==> src/rtl/axi4_wresp_gen.sv <==
// AXI4 write-response generator: queues accepted AW bursts, counts W beats and
// issues one B response per burst, in AW acceptance order.
module axi4_wresp_gen #(
   parameter int unsigned ID_W     = 5,
   parameter int unsigned AW_DEPTH = 4
) (
   input  logic                      clk,
   input  logic                      reset,
   input  logic                      aw_valid,
   output logic                      aw_ready,
   input  logic [ID_W-1:0]           aw_id,
   input  logic                      aw_user,
   input  logic [7:0]                aw_len,
   input  logic                      aw_err,
   input  logic                      w_valid,
   output logic                      w_ready,
   input  logic                      w_last,
   output logic                      b_valid,
   input  logic                      b_ready,
   output logic [1:0]                b_resp,
   output logic [ID_W-1:0]           b_id,
   output logic                      b_user,
   output logic [$clog2(AW_DEPTH):0] outstanding
);

   localparam int unsigned PTR_W = $clog2(AW_DEPTH);
   localparam int unsigned ENT_W = ID_W + 10;

   // Entry layout: {id, user, len[7:0], err}
   logic [ENT_W-1:0] mem [AW_DEPTH];

   logic [PTR_W:0]   wr_ptr_q, wr_ptr_d;
   logic [PTR_W:0]   rd_ptr_q, rd_ptr_d;
   logic [7:0]       beat_cnt_q, beat_cnt_d;
   logic             b_valid_q, b_valid_d;
   logic [1:0]       b_resp_q, b_resp_d;
   logic [ID_W-1:0]  b_id_q, b_id_d;
   logic             b_user_q, b_user_d;
   logic [PTR_W:0]   outstanding_q, outstanding_d;

   logic             fifo_full, fifo_empty;
   logic             aw_hs, w_hs, last_hs, b_hs;
   logic [ENT_W-1:0] head;
   logic [ID_W-1:0]  head_id;
   logic             head_user;
   logic [7:0]       head_len;
   logic             head_err;

   // Extra MSB on the pointers separates full from empty.
   assign fifo_empty = (wr_ptr_q == rd_ptr_q);
   assign fifo_full  = (wr_ptr_q[PTR_W] != rd_ptr_q[PTR_W]) &&
                       (wr_ptr_q[PTR_W-1:0] == rd_ptr_q[PTR_W-1:0]);

   assign aw_ready = !reset && !fifo_full;
   assign w_ready  = !reset && !fifo_empty && (!b_valid_q || b_ready);

   assign aw_hs   = aw_valid && aw_ready;
   assign w_hs    = w_valid && w_ready;
   assign last_hs = w_hs && w_last;
   assign b_hs    = b_valid_q && b_ready;

   assign head      = mem[rd_ptr_q[PTR_W-1:0]];
   assign head_err  = head[0];
   assign head_len  = head[8:1];
   assign head_user = head[9];
   assign head_id   = head[ENT_W-1:10];

   always_comb begin
      wr_ptr_d      = wr_ptr_q;
      rd_ptr_d      = rd_ptr_q;
      beat_cnt_d    = beat_cnt_q;
      b_valid_d     = b_valid_q;
      b_resp_d      = b_resp_q;
      b_id_d        = b_id_q;
      b_user_d      = b_user_q;
      outstanding_d = outstanding_q;

      if (aw_hs) begin
         wr_ptr_d = wr_ptr_q + 1'b1;
      end

      if (last_hs) begin
         beat_cnt_d = 8'h00;
      end else if (w_hs && beat_cnt_q != 8'hFF) begin
         beat_cnt_d = beat_cnt_q + 8'h01;
      end

      // A last beat reloads B even while the old response is being taken.
      if (last_hs) begin
         rd_ptr_d  = rd_ptr_q + 1'b1;
         b_valid_d = 1'b1;
         b_id_d    = head_id;
         b_user_d  = head_user;
         if (head_err) begin
            b_resp_d = 2'b11;
         end else if (beat_cnt_q != head_len) begin
            b_resp_d = 2'b10;
         end else begin
            b_resp_d = 2'b00;
         end
      end else if (b_hs) begin
         b_valid_d = 1'b0;
      end

      if (aw_hs && !b_hs) begin
         outstanding_d = outstanding_q + 1'b1;
      end else if (b_hs && !aw_hs) begin
         outstanding_d = outstanding_q - 1'b1;
      end
   end

   always_ff @(posedge clk) begin
      if (reset) begin
         wr_ptr_q      <= '0;
         rd_ptr_q      <= '0;
         beat_cnt_q    <= 8'h00;
         b_valid_q     <= 1'b0;
         b_resp_q      <= 2'b00;
         b_id_q        <= '0;
         b_user_q      <= 1'b0;
         outstanding_q <= '0;
      end else begin
         wr_ptr_q      <= wr_ptr_d;
         rd_ptr_q      <= rd_ptr_d;
         beat_cnt_q    <= beat_cnt_d;
         b_valid_q     <= b_valid_d;
         b_resp_q      <= b_resp_d;
         b_id_q        <= b_id_d;
         b_user_q      <= b_user_d;
         outstanding_q <= outstanding_d;
      end
   end

   always_ff @(posedge clk) begin
      if (aw_hs) begin
         mem[wr_ptr_q[PTR_W-1:0]] <= {aw_id, aw_user, aw_len, aw_err};
      end
   end

   assign b_valid     = b_valid_q;
   assign b_resp      = b_resp_q;
   assign b_id        = b_id_q;
   assign b_user      = b_user_q;
   assign outstanding = outstanding_q;

endmodule

==> config.mk <==
export PLATFORM = sky130hd
export DESIGN_NAME = axi4_wresp_gen
export DESIGN_NICKNAME = d
export VERILOG_FILES = /design/src/rtl/axi4_wresp_gen.sv
export SDC_FILE = /design/constraint.sdc
export NUM_CORES = 1
export LEC_CHECK = 0
export CAP_MARGIN = 40
export CORE_ASPECT_RATIO = 1.75
export CORE_UTILIZATION = 25
export CTS_CLUSTER_DIAMETER = 150
export DETAILED_ROUTE_END_ITERATION = 8
export PLACE_DENSITY_LB_ADDON = 0.25
export SYNTH_ARGS = -nofsm -noshare
export SYNTH_HDL_FRONTEND = slang
export SYNTH_SLANG_ARGS = --single-unit
==> constraint.sdc <==
create_clock -name clk -period 6.8 [get_ports clk]
set_input_delay 1.02 -clock clk [delete_from_list [all_inputs] [get_ports clk]]
set_output_delay 1.02 -clock clk [all_outputs]
set_load 0.005 [all_outputs]
Yosys cells after proc, flatten, opt, wreduce, memory -nomap -nowiden
Memory sizes are Yosys's and may differ from the RTL's. A register that Yosys moved wholly into a read port is not among the register bits.
Index checks and enable logic that the tools add are counted.
Widths: inputs -> output; s select.
{ "totals": {"reg_bits": 26, "ram_bits": 60, "input_bits": 21, "out_inout_bits": 14, "n_memories": 1} }
{ "mem_list": {"columns": ["name", "depth", "width", "read_ports", "rd_ports_with_merged_regs", "write_ports", "line", "rtl"], "rows": [
  ["mem", 4, 15, 1, 1, 1, "30", "logic [ENT_W-1:0] mem [AW_DEPTH];"]
]} }
{ "op_classes": {"add_sub_neg": 5, "n_eq_ne": 5, "n_mux": 10, "reduce_logical": 21} }
{ "op_table": {"columns": ["cell", "n"], "rows": [
  ["$logic_and 1x1->1", 11],
  ["$add 3x1->3 const B", 3],
  ["$add 8x1->8 const B", 1],
  ["$mux 2", 4],
  ["$ne 8x8->1", 1],
  ["$ne 8x8->1 const B", 1],
  ["$logic_not 1->1", 6],
  ["$mux 3", 2],
  ["$mux 1", 4],
  ["$reduce_bool 2->1", 2],
  ["$eq 3x3->1", 1],
  ["$sub 3x1->3 const B", 1],
  ["$eq 2x2->1", 1],
  ["$reduce_or 2->1", 1],
  ["$logic_or 1x1->1", 1],
  ["$ne 1x1->1", 1]
]} }

Logic depth before layout (Yosys ltp)
{ "logic_depth": {"depth_word": 9, "depth_mapped": 8, "depth_no_buf": 8} }

Least setup slack after synthesis
OpenSTA, ideal clock, no wires.
{ "synth_timing": {"path_kind": "input port to flip-flop", "startpoint": "in aw_valid", "endpoint": "reg outstanding_q[2] (netlist: outstanding[2])", "setup_ps": 71, "t_arrival_ps": 2652, "required_ps": 6729, "setup_slack_ps": 4077, "cell_stages": 8, "path_cell_list": "inv_1 a311oi_4 ha_1 inv_1 fa_1 xor2_1 or3_1 a21oi_1"} }
{ "synth_via": {"elab_chain_len": 4} }
{ "synth_rtl": {"columns": ["item", "line", "rtl"], "rows": [
  ["start, declared", "9", "input logic aw_valid,"],
  ["$logic_and 1x1->1 *", "57", "assign aw_hs = aw_valid && aw_ready;"],
  ["net aw_hs", "42", "logic aw_hs, w_hs, last_hs, b_hs;"],
  ["$logic_not 1->1", "107", "end else if (b_hs && !aw_hs) begin"],
  ["$logic_and 1x1->1", "107", null],
  ["$reduce_bool 2->1 (no line)", null, null],
  ["end signal, assigned", "130", "outstanding_q <= outstanding_d;"],
  ["end, declared", "39", "logic [PTR_W:0] outstanding_q, outstanding_d;"]
]} }
Mark *: on every way through the listed nets, which the timed path passes. The rest lies on a longest branch.
A chain may end at the register's enable or synchronous reset.

Worst setup path after layout
{ "layout_timing": {"startpoint": "in reset", "endpoint": "out w_ready"} }
{ "layout_via": {"elab_chain_len": 3} }
{ "layout_rtl": {"columns": ["item", "line", "rtl"], "rows": [
  ["start, declared", "8", "input logic reset,"],
  ["$logic_not 1->1", "55", "assign w_ready = !reset && !fifo_empty && (!b_valid_q || b_ready);"],
  ["$logic_and 1x1->1 (2 in a row)", "55", null],
  ["end, declared", "16", "output logic w_ready,"]
]} }
Every way passes these cells.

==> results_dict.tcl <==
set metrics [dict create \
    status "completed" \
    vias 2026 \
    clockBufferDepth 2 \
    place_area_mm2 0.00421 \
    wire_per_inst_um 15.4 \
    cts.clk_slew.worst_paths_ns 0.07 \
    cp_num_buf_inv 4 \
    wl_mm 7.20 \
    worstSetupEndpointType "output port" \
    rows 58 \
    clkSinkCount 88 \
    dp.cells 450 \
    yosysTopAreaCell "edfxtp_1" \
    io_pins 35 \
    htree_num_levels 3 \
    synth_ff_type "edfxtp_1" \
    min_period_over_period_pct 56.2 \
    timing.final.crit_period_ns 3.82 \
    path_cells "clkdlybuf4s50_1 > buf_6 > inv_1 > o311a_2 > clkdlybuf4s50_1" \
    mostFrequentLayoutCell "edfxtp_1" \
    floorplan.initialDensity_pct 25.5 \
    max_stage_delay_ns 0.66 \
    critPathRequiredTime_ns 5.78 \
    fin_util_pct 31.7 \
    syn_nets 271 \
    hold_viol_final 0 \
    synth-edff-count 60 \
    start_kind "input port" \
    hold-worst-slack_ns 0.504 \
    postCtsSetupRepairBufs 0 \
    seq_area_frac_synth_pct 64.9 \
    io_buffer_count 34 \
    synth_warnings 0 \
    layout_common_cells "edfxtp_1 (60), clkdlybuf4s50_1 (34), dfxtp_1 (28)" \
    synth.avg_cell_area_um2 15.0 \
    dp_hpwl_mm 5.06 \
    grt_pass1_vias 2216 \
    gp_congestion 0.692 \
    fp.coreArea_mm2 0.0143 \
    fin_skew_ns 0.00673 \
    layout.cells.non_filler 466 \
    drcViolationCount 0 \
    die_h_um 162 \
    cp_top_family "buffers and inverters" \
    peakVddDrop_mv 0.116 \
    avgViaCountPerCell 4.35 \
    grt_use_total_pct 10.5 \
    holdBufCountCts 0 \
    fmax_ghz 0.262 \
    synth_area_leaders "edfxtp_1 (50%), dfxtp_1 (15%), mux4_2 (6.8%), mux2i_1 (4.4%), xnor2_1 (3.1%)" \
    clockRootBuffer "clkbuf_16" \
    ys_ff_latch 88 \
    tightest_slew_ns 0.817 \
    grt_pass1_wl_mm 11.5 \
    dr.pass1.iters 4 \
    fin_nets 310 \
    dieArea_mm2 0.0151 \
    grt_overflow_total 0 \
    rsz0062_at_grt "false" \
    setup_viol 0 \
    p_per_area_mw_per_mm2 266 \
    antenna_found_initial 0 \
    numCtsBuffers 9 \
    drv_cap 0 \
    area_growth_pct 24.6 \
    worstSetupPathType "in2out" \
    yosysTopAreaCellShare_pct 49.5 \
    drive_above_1_share_pct 13.3 \
    grt_max_degree 20 \
    ys_async_sr_fraction_pct 0 \
    cp_data_arrival_time_ns 2.80 \
    syn_inst 242 \
    clk_latency_ns 0.33 \
    fin_area_mm2 0.00453 \
    ant_nets 0 \
    cts_resized 0 \
    drt_iter0_drc 61 \
    hp-class "reg2reg" \
    r2r_slack_ns 4.24 \
    syn_area_mm2 0.00364 \
    tns_ns 0 \
    fp.dieW_um 93.2 \
    synth_cell_types 41 \
    slew_headroom_pct 45.5 \
    slew_viol_final 0 \
    slowest_stage "clkdlybuf4s50_1" \
    cts_tree "yes" \
    n_antenna_cell 0 \
    crit_path_frequent_cell "clkdlybuf4s50_1" \
    cp_max_fo 12 \
    p_leak_nw 1.55 \
]
-- final timing paths --
check | start | endpoint | cells after the start
worst max-delay path | reset | w_ready | 5
worst min-delay path | b_id[1] | b_id[1] | 2
worst max register to register | wr_ptr_q[0] | outstanding[2] | 8
worst min register to register | b_id[1] | b_id[1] | 2
-- worst reg2reg max path: cells and delay by family (launching register included) --
kind,cells,cell delay (ns)
XOR/XNOR,2,0.33
AND/OR/NAND/NOR,1,0.30
flip-flops,1,0.49
adder cells (fa/ha/maj),2,0.64
buffers and inverters,1,0.07
AO/OA/AOI/OAI,2,0.64
-- cell families (layout without fill, tap and decap cells) --
group           count (synthesis)  after routing  share of synthesized area [%]
flops                          88             88                           64.9
xor+xnor                       27             27                           6.71
simple gates                   60             60                           8.56
buf+inv                        16             60                           2.06
compound gates                 15             15                           3.27
fa+ha+maj                       8              8                           2.96
mux                            28             28                           11.5
-- routing by layer --
metal / vias to the layer above / global-route usage, % / wire length (µm)
met1: 1015 / 10.9 / 2820
met3: 11 / 2.21 / 175
met2: 29 / 19.3 / 4050
li1: 971 / - / -
met5: - / 0 / 0
met4: 0 / 5.59 / 152
-- final cells by class --
class	count	area (µm²)
tap	180	225
sequential	88	2360
inverter	5	18.8
clock inverter	5	77.6
fill	1398	9760
clock buffer	11	243
multi-input combinational	138	1200
timing repair buffer	39	404
-- cell usage after synthesis, drive strengths merged (2+ instances only) --
| master | count |
|---|---|
| a21oi | 3 |
| o21ai | 3 |
| or3 | 2 |
| nor3 | 4 |
| mux2i | 16 |
| mux4 | 11 |
| nand4 | 2 |
| edfxtp | 60 |
| ha | 7 |
| nand2 | 6 |
| dfxtp | 28 |
| nor3b | 2 |
| nor4 | 3 |
| and2 | 4 |
| buf | 6 |
| or2 | 2 |
| nor2 | 24 |
| clkbuf | 5 |
| xnor2 | 13 |
| inv | 5 |
| nand3 | 8 |
| nand4b | 2 |
| xor2 | 14 |
| a31oi | 3 |
-- report_power, final --
group	internal, W	total [W]	switching (W)
combinational	0.0000430	0.0000843	0.0000414
clock	0.000331	0.000527	0.000195
sequential	0.000587	0.000596	0.00000936
-- per-stage QoR --
step                      worst slack [ns]  total power, W
after floorplan                       4.08        0.000652
after global placement                2.81        0.000688
after detailed placement              2.95        0.000694
after CTS                             2.94         0.00123
after global routing                  2.86         0.00125
final                                 2.98         0.00121
-- sequential cells by signal, indices dropped and copies added, names as in the netlist, named ones only --
name / count
outstanding: 3
b_resp: 2
b_valid: 1
beat_cnt_q: 8
wr_ptr_q: 3
b_id: 5
rd_ptr_q: 3
b_user: 1
mem: 60
Power figures use the tool's default switching activity.
